### config.mk
export PLATFORM = sky130hd
export DESIGN_NAME = pla_personality_loader
export DESIGN_NICKNAME = d
export VERILOG_FILES = /design/src/rtl/pla_personality_loader.sv
export SDC_FILE = /design/constraint.sdc
export NUM_CORES = 1
export LEC_CHECK = 0
export ABC_AREA = 1
export CELL_PAD_IN_SITES_DETAIL_PLACEMENT = 2
export CELL_PAD_IN_SITES_GLOBAL_PLACEMENT = 2
export CORE_MARGIN = 2
export CORE_UTILIZATION = 31
export CTS_BUF_LIST = sky130_fd_sc_hd__clkbuf_16
export DETAILED_ROUTE_END_ITERATION = 12
export GPL_ROUTABILITY_DRIVEN = 1
export PLACE_DENSITY_LB_ADDON = 0.2
export SLEW_MARGIN = 5
export SYNTH_ARGS = -nofsm -noshare
export SYNTH_HDL_FRONTEND = slang
export SYNTH_SLANG_ARGS = --single-unit
### constraint.sdc
create_clock -name clk -period 3.15 [get_ports clk]
set_input_delay 0.4725 -clock clk [delete_from_list [all_inputs] [get_ports clk]]
set_output_delay 0.4725 -clock clk [all_outputs]
set_load 0.02 [all_outputs]
### src/rtl/pla_personality_loader.sv
// rtl/pla_personality_loader.sv - bit-serial PLA AND-plane personality loader with atomic commit
module pla_personality_loader #(
    parameter int IN_WIDTH  = 7,
    parameter int OUT_WIDTH = 3
) (
    input  logic                          clk,
    input  logic                          rst,
    input  logic                          start,
    input  logic                          abort,
    input  logic                          bit_in,
    input  logic                          bit_valid,
    output logic                          busy,
    output logic                          done,
    output logic                          plane_valid,
    output logic [IN_WIDTH*OUT_WIDTH-1:0] plane,
    output logic [$clog2(OUT_WIDTH+1)-1:0] row_cnt
);

    localparam int PW    = IN_WIDTH * OUT_WIDTH;
    localparam int BC_W  = (IN_WIDTH > 1) ? $clog2(IN_WIDTH) : 1;
    localparam int RC_W  = $clog2(OUT_WIDTH + 1);
    localparam int IDX_W = (PW > 1) ? $clog2(PW) : 1;

    typedef enum logic {
        IDLE = 1'b0,
        LOAD = 1'b1
    } state_t;

    state_t            state;
    logic [BC_W-1:0]   bit_cnt;
    logic [PW-1:0]     shadow;
    logic [PW-1:0]     shadow_next;
    logic [IDX_W-1:0]  bit_idx;
    logic              row_last_bit;
    logic              plane_last_bit;

    // Position of the incoming bit: first column of a row lands in the row MSB.
    always_comb begin
        bit_idx        = IDX_W'(row_cnt) * IDX_W'(IN_WIDTH) + IDX_W'(IN_WIDTH - 1) - IDX_W'(bit_cnt);
        shadow_next    = shadow;
        shadow_next[bit_idx] = bit_in;
        row_last_bit   = (bit_cnt == BC_W'(IN_WIDTH - 1));
        plane_last_bit = row_last_bit && (row_cnt == RC_W'(OUT_WIDTH - 1));
    end

    // Load FSM: assembles rows in the shadow buffer and commits the whole plane at once.
    always_ff @(posedge clk) begin
        if (rst) begin
            state       <= IDLE;
            bit_cnt     <= '0;
            row_cnt     <= '0;
            shadow      <= '0;
            plane       <= '0;
            plane_valid <= 1'b0;
            busy        <= 1'b0;
            done        <= 1'b0;
        end else begin
            done <= 1'b0;
            case (state)
                IDLE: begin
                    // Any bit_valid alongside start is intentionally dropped.
                    if (start) begin
                        state   <= LOAD;
                        busy    <= 1'b1;
                        bit_cnt <= '0;
                        row_cnt <= '0;
                        shadow  <= '0;
                    end
                end
                LOAD: begin
                    if (abort) begin
                        state   <= IDLE;
                        busy    <= 1'b0;
                        bit_cnt <= '0;
                        row_cnt <= '0;
                    end else if (bit_valid) begin
                        shadow <= shadow_next;
                        if (row_last_bit) begin
                            bit_cnt <= '0;
                            row_cnt <= row_cnt + RC_W'(1);
                        end else begin
                            bit_cnt <= bit_cnt + BC_W'(1);
                        end
                        if (plane_last_bit) begin
                            plane       <= shadow_next;
                            plane_valid <= 1'b1;
                            done        <= 1'b1;
                            busy        <= 1'b0;
                            state       <= IDLE;
                        end
                    end
                end
                default: begin
                    state <= IDLE;
                    busy  <= 1'b0;
                end
            endcase
        end
    end

endmodule

==> flow_summary.yaml, run 1 <==
outcome:
  status: "complete, no violations"
synthesis:
  syn_avg_cell_area_um2: 6.55
  ys_seq_area_share_pct: 35.9
  synth-main-ff-cell: "dfxtp_1"
  synthArstFlopShare_pct: 0
  yosysWarningCount: 0
  synth_area_um2: 2840
  synth_cell_type_count: 28
  synth_cells: 434
  syn-num-nets: 451
  ys_ff_latch: 51
  synth_edf_count: 0
worst_setup_path:
  crit_path_max_fanout: 7
  start_kind: "flop"
  cp.arrival_ns: 3.27
  crit_required_ns: 3.35
  endpoint_kind: "flop"
  path_class: "reg -> reg"
  timing.rr.start: "row_cnt[1]"
  rr_endpoint: "plane[0]"
  reg2reg_slack_ns: 0.08
  ff2ff_path_depth: 15
sta:
  min_period_ns: 3.07
  max_freq_mhz: 325
  period_share_pct: 97.6
  setup_violations: 0
  tightestPinTransition_ns: 0.786
  slew_violations: 0
  relSlewSlack_pct: 47.5
  finalHoldViolations: 0
  finClkSkew_ns: 0.00745
  setup_tns_ns: 0
clocking:
  clock_path_buffers: 2
  clock_latency_ns: 0.30
  cts_tree: "done"
  cts_made_buffers: 5
  ctsHoldBuffers: 0
  cts_sinks: 51
  clk_pin_slew_worst_paths_ns: 0.08
  h-tree-depth: 2
  cts-root-buf: "clkbuf_16"
die:
  initial_utilization_pct: 32.3
  fp.coreArea_um2: 8810
  die_area_um2: 9950
  die_w_um: 99.7
  boundaryPins: 32
  chipHeight_um: 99.7
  rows: 34
detailed_routing:
  wl_met2_um: 4750
  drt-total-wl_um: 9370
  avgRoutedWirePerCell_um: 16.3
  vias: 2928
  final_antenna_net_count: 0
  wl_met3_um: 141
  wl_met1_um: 4380
  vias_per_cell: 5.09
  drc_errors: 0
  drt-pass1-iter-count: 6
  highest-signal-layer: "met4"
  drt_iter0_markers: 118
global_routing:
  overflow: 0
  grt_use_total_pct: 19.1
  antenna_found_initial: 0
  grt_pass1_wl_um: 15200
  grt_max_degree: 44
  grt_pass1_vias: 3207
layout:
  final_cells: 575
  layout-drive-gt1-share_pct: 10.5
  syn_to_final_growth_pct: 24.4
  nNetsFinal: 483
  diodes: 0
pwr:
  p_leak_nw: 1.48
  power_density_nw_per_um2: 477
  peakVddDrop_mv: 0.229
hold_path:
  whs_path_depth: 2
  hold_path_class: "reg -> reg"
  holdCritStartpoint: "shadow[12]"
  hold_end: "shadow[12]"
placement:
  place_hpwl_um: 6350
  dp.cells: 565
  portBuffers: 31
  place_congestion: 0.827
job:
  maxCapViolCount: 0
## critical path: stages, from the launching register on
cell        delay, ns
dfxtp_2          0.36
inv_2            0.06
ha_1             0.29
inv_1            0.07
fa_1             0.45
ha_4             0.20
fa_2             0.61
clkinvlp_4       0.17
buf_12           0.17
buf_4            0.15
nand4_1          0.09
nand2_1          0.11
nand2_1          0.10
nand2_1          0.05
nand2_1          0.07
inv_1            0.04
## final cells by class
type                            instances  area (µm²)
Fill cell                            1061        5270
Multi-Input combinational cell        299        1560
Sequential cell                        51        1020
Timing Repair Buffer                   45         432
Inverter                               64         244
Tap cell                              108         135
Clock buffer                            5         125
Clock inverter                          3        16.3
## cell usage in the layout (no fill, tap or decap), drive strengths merged
cell type and count:
dfxtp 51, clkinv 3, nand3 52, a211oi 1
o32ai 1, clkinvlp 1, clkdlybuf4s50 31, a21oi 26
o21ai 6, clkbuf 5, a21o 3, fa 3
nor3b 2, nand2 118, nor3 1, xor2 1
ha 8, buf 14, inv 63, nand4 18
nor2 59
## through the flow
| step | worst slack [ns] | instance area, µm² | util, % | total power [W] | hold slack, ns |
|---|---|---|---|---|---|
| detailed placement | -0.0295 | 3270 | 37.1 | 0.00106 | 0.463 |
| finish | 0.0766 | 3530 | 40.1 | 0.00169 | 0.469 |
| CTS | 0.00833 | 3420 | 38.8 | 0.00162 | 0.475 |
| global route | -0.0714 | 3530 | 40.1 | 0.00177 | 0.497 |
| global placement | 0.0668 | 3270 | 37.1 | 0.00104 | 0.452 |
| floorplan | 0.169 | 2840 | - | 0.000929 | 0.444 |
## cells by family after synthesis
family	after synthesis	synth area share (%)
AOI/OAI and AO/OA	37	7.00
xor gates and xnor gates	1	0.573
adders and majority gates	11	5.64
buffers and inverters	84	12.4
DFF	51	35.9
and+or+nand+nor	250	38.4
## worst max-delay path by stage
stage                 to  depth (start not counted)  slack (ns)  startpoint
2_1_floorplan  plane[20]                         13        0.17  row_cnt[1]
4_1_cts        plane[15]                         15       0.008  row_cnt[1]
3_5_place_dp    plane[1]                         15       -0.03  row_cnt[1]
3_3_place_gp    plane[3]                         15        0.07  row_cnt[1]
5_1_grt         plane[0]                         13       -0.07  bit_cnt[2]
6_report        plane[0]                         15        0.08  row_cnt[1]
## synthesized netlist by cell type, types with 2 or more instances
cell type / n / area share [%]
a21o_1: 3 / 0.79
a21oi_1: 26 / 4.6
buf_2: 9 / 1.6
buf_4: 3 / 0.79
buf_6: 2 / 0.79
clkbuf_1: 5 / 0.66
dfxtp_1: 51 / 36
fa_1: 3 / 2.1
ha_1: 8 / 3.5
inv_1: 60 / 7.9
inv_2: 3 / 0.40
nand2_1: 116 / 15
nand2_2: 2 / 0.44
nand3_1: 51 / 9.0
nand4_1: 18 / 4.0
nor2_1: 53 / 7.0
nor2_2: 5 / 1.1
nor3b_1: 2 / 0.53
o21ai_0: 5 / 0.88
## registers in the layout, summed over array words and instances, names as in the netlist
| register | flops |
|---|---|
| bit_cnt | 3 |
| busy | 1 |
| done | 1 |
| plane | 21 |
| plane_valid | 1 |
| row_cnt | 2 |
| shadow | 21 |
| state | 1 |
## repair_timing
item                       CTS  global route
setup endpoints to repair   11            42
hold endpoints to repair     0             0
resized for setup            3            20
gates cloned                 0             0
pin swaps                    2             9
setup buffers                0             2
## report_power, final
group / switching [W] / total (W) / internal, W
Clock: 0.000261 / 0.000552 / 0.000292
Combinational: 0.000312 / 0.000475 / 0.000163
Sequential: 0.00000736 / 0.000658 / 0.000651
Total: 0.000580 / 0.00169 / 0.00111
## per-layer routing
| layer | vias to the layer above | global-route usage (%) |
|---|---|---|
| met3 | 9 | 2.46 |
| li1 | 1424 | - |
| met2 | 26 | 36.1 |
| met4 | 0 | 3.48 |
| met1 | 1469 | 23.2 |
| met5 | - | 0 |
No activity file was read; power rests on OpenSTA's default activity.
==> run 2: changes to the inputs <==
Settings changed: CORE_MARGIN 2 to 4.
==> run 2 against run 1 <==
Net effect:
- clock power shrank 2%
- clock skew is 0.0022 ns lower
- count of clock-buffer cells in the layout unchanged
- via count fell by 1.5%
- critical endpoint is now plane[11]
- largest power group unchanged
==> flow_summary.yaml, run 2 (synthesized netlist as in run 1, its figures left out) <==
worst_setup_path:
  cp_num_cells: 15
  path_class: "reg -> reg"
  endpoint_kind: "flop"
  cp.arrival_ns: 3.17
  timing.critical_path.buf_inv: 4
  crit_path_max_incr_delay_ns: 0.41
  crit_required_ns: 3.34
  cp_slowest_cell: "fa_1"
  crit_path_cell_trace: "inv_1 > ha_1 > inv_1 > fa_1 > ha_2 > fa_2 > xor2_2 > buf_6 > nand3_2 > nor2_4 > nand3_1 > nand2_1 > nand2_1 > nand2_1 > inv_1"
  worst_path_dominant_cell_family: "adder cells"
  ff2ff_path_depth: 15
  start_kind: "flop"
  crit_path_max_fanout: 5
global_routing:
  grt_use_total_pct: 16.9
  grt_max_degree: 44
  overflow: 0
  grt_pass1_wl_um: 15200
  grt_pass1_vias: 3115
  antenna_found_initial: 0
clocking:
  cts_tree: "done"
  cts_sinks: 51
  clock_path_buffers: 2
  cts_made_buffers: 5
  cts-root-buf: "clkbuf_16"
  ctsHoldBuffers: 0
  h-tree-depth: 2
  clock_latency_ns: 0.29
  clk_pin_slew_worst_paths_ns: 0.07
die:
  fp.coreArea_um2: 8810
  die_area_um2: 10800
  chipHeight_um: 104
  die_w_um: 104
  rows: 34
  boundaryPins: 32
  initial_utilization_pct: 32.3
detailed_routing:
  drt_iter0_markers: 61
  vias: 2883
  drc_errors: 0
  vias_per_cell: 5.01
  final_antenna_net_count: 0
  drt-total-wl_um: 8850
  avgRoutedWirePerCell_um: 15.4
  drt-pass1-iter-count: 4
sta:
  relSlewSlack_pct: 50.6
  setup_violations: 0
  max_freq_mhz: 336
  min_period_ns: 2.98
  finClkSkew_ns: 0.00529
  period_share_pct: 94.6
  tightestPinTransition_ns: 0.740
  finalHoldViolations: 0
  slew_violations: 0
layout:
  nNetsFinal: 483
  final_cell_mix: "nand2_1, inv_1, nand3_1, dfxtp_1, nor2_1"
  final_area_um2: 3460
  diodes: 0
  final_common_cell: "nand2_1"
  post-route-util_pct: 39.3
  final_cells: 575
  syn_to_final_growth_pct: 21.8
  reg_top3: "plane: 21 flops, shadow: 21 flops, bit_cnt: 3 flops"
  layout-drive-gt1-share_pct: 8.99
  fill_cells: 1073
placement:
  place_area_um2: 3270
  place_hpwl_um: 6280
  portBuffers: 31
  place_congestion: 0.745
  dp.cells: 565
pwr:
  power_w: 0.00162
  p_leak_nw: 1.47
  power_density_nw_per_um2: 467
  peakVddDrop_mv: 0.193
outcome:
  status: "complete, no violations"
job:
  maxCapViolCount: 0
hold_path:
  hold_path_class: "reg -> reg"
  whs_path_depth: 2
-- run 2: cell counts in the layout (fill, tap and decap cells not counted) --
Identical to the previous run, type by type.
-- run 2: repair_timing --
action | 4_1_cts | 5_1_grt
resized for setup | 4 | 7
pin swaps | 1 | 2
buffers inserted | 0 | 2
setup endpoints to repair | 4 | 37
-- run 2: where the power goes --
group	leakage (nW)	switching (W)	total (W)	internal, W
Clock	0.0649	0.000252	0.000542	0.000290
Combinational	0.991	0.000280	0.000416	0.000136
Sequential	0.412	0.00000750	0.000658	0.000651
Total	1.47	0.000539	0.00162	0.00108
-- run 2: path summary, 6_finish.rpt --
path	slack [ns]	endpoint	startpoint
worst min-delay path	0.47	shadow[19]	shadow[19]
worst max-delay path	0.17	plane[11]	row_cnt[1]
worst max register to register	0.17	plane[11]	row_cnt[1]
worst min register to register	0.47	shadow[19]	shadow[19]
-- run 2: area by class of cell --
| class | instances | area, µm² | area share (%) |
|---|---|---|---|
| Multi-Input combinational cell | 299 | 1500 | 43.5 |
| Clock inverter | 3 | 15.0 | 0.434 |
| Inverter | 64 | 240 | 6.94 |
| Timing Repair Buffer | 45 | 419 | 12.1 |
| Tap cell | 108 | 135 | 3.90 |
| Clock buffer | 5 | 125 | 3.62 |
| Sequential cell | 51 | 1020 | 29.5 |
-- run 2: per-stage QoR --
stage          setup slack, ns  setup TNS (ns)  hold WS [ns]
2_1_floorplan            0.169               0         0.444
3_3_place_gp             0.117               0         0.452
3_5_place_dp            0.0148               0         0.463
4_1_cts                 0.0150               0         0.475
5_1_grt                -0.0182         -0.0182         0.499
6_report                 0.170               0         0.472
-- run 2: layer usage --
| layer | vias to the layer above | share of wire (%) | GRT usage (%) |
|---|---|---|---|
| met4 | 0 | 0.99 | 3.13 |
| met5 | - | 0 | 0 |
| met1 | 1418 | 47 | 21.2 |
| met3 | 9 | 2.4 | 2.92 |
| met2 | 30 | 50 | 30.6 |
| li1 | 1426 | - | - |
-- run 2: worst reg2reg max path: stages, from the launching register on --
cell,delay (ns)
dfxtp_2,0.34
inv_1,0.08
ha_1,0.29
inv_1,0.07
fa_1,0.41
ha_2,0.22
fa_2,0.36
xor2_2,0.20
buf_6,0.15
nand3_2,0.14
nor2_4,0.20
nand3_1,0.12
nand2_1,0.12
nand2_1,0.07
nand2_1,0.08
inv_1,0.03
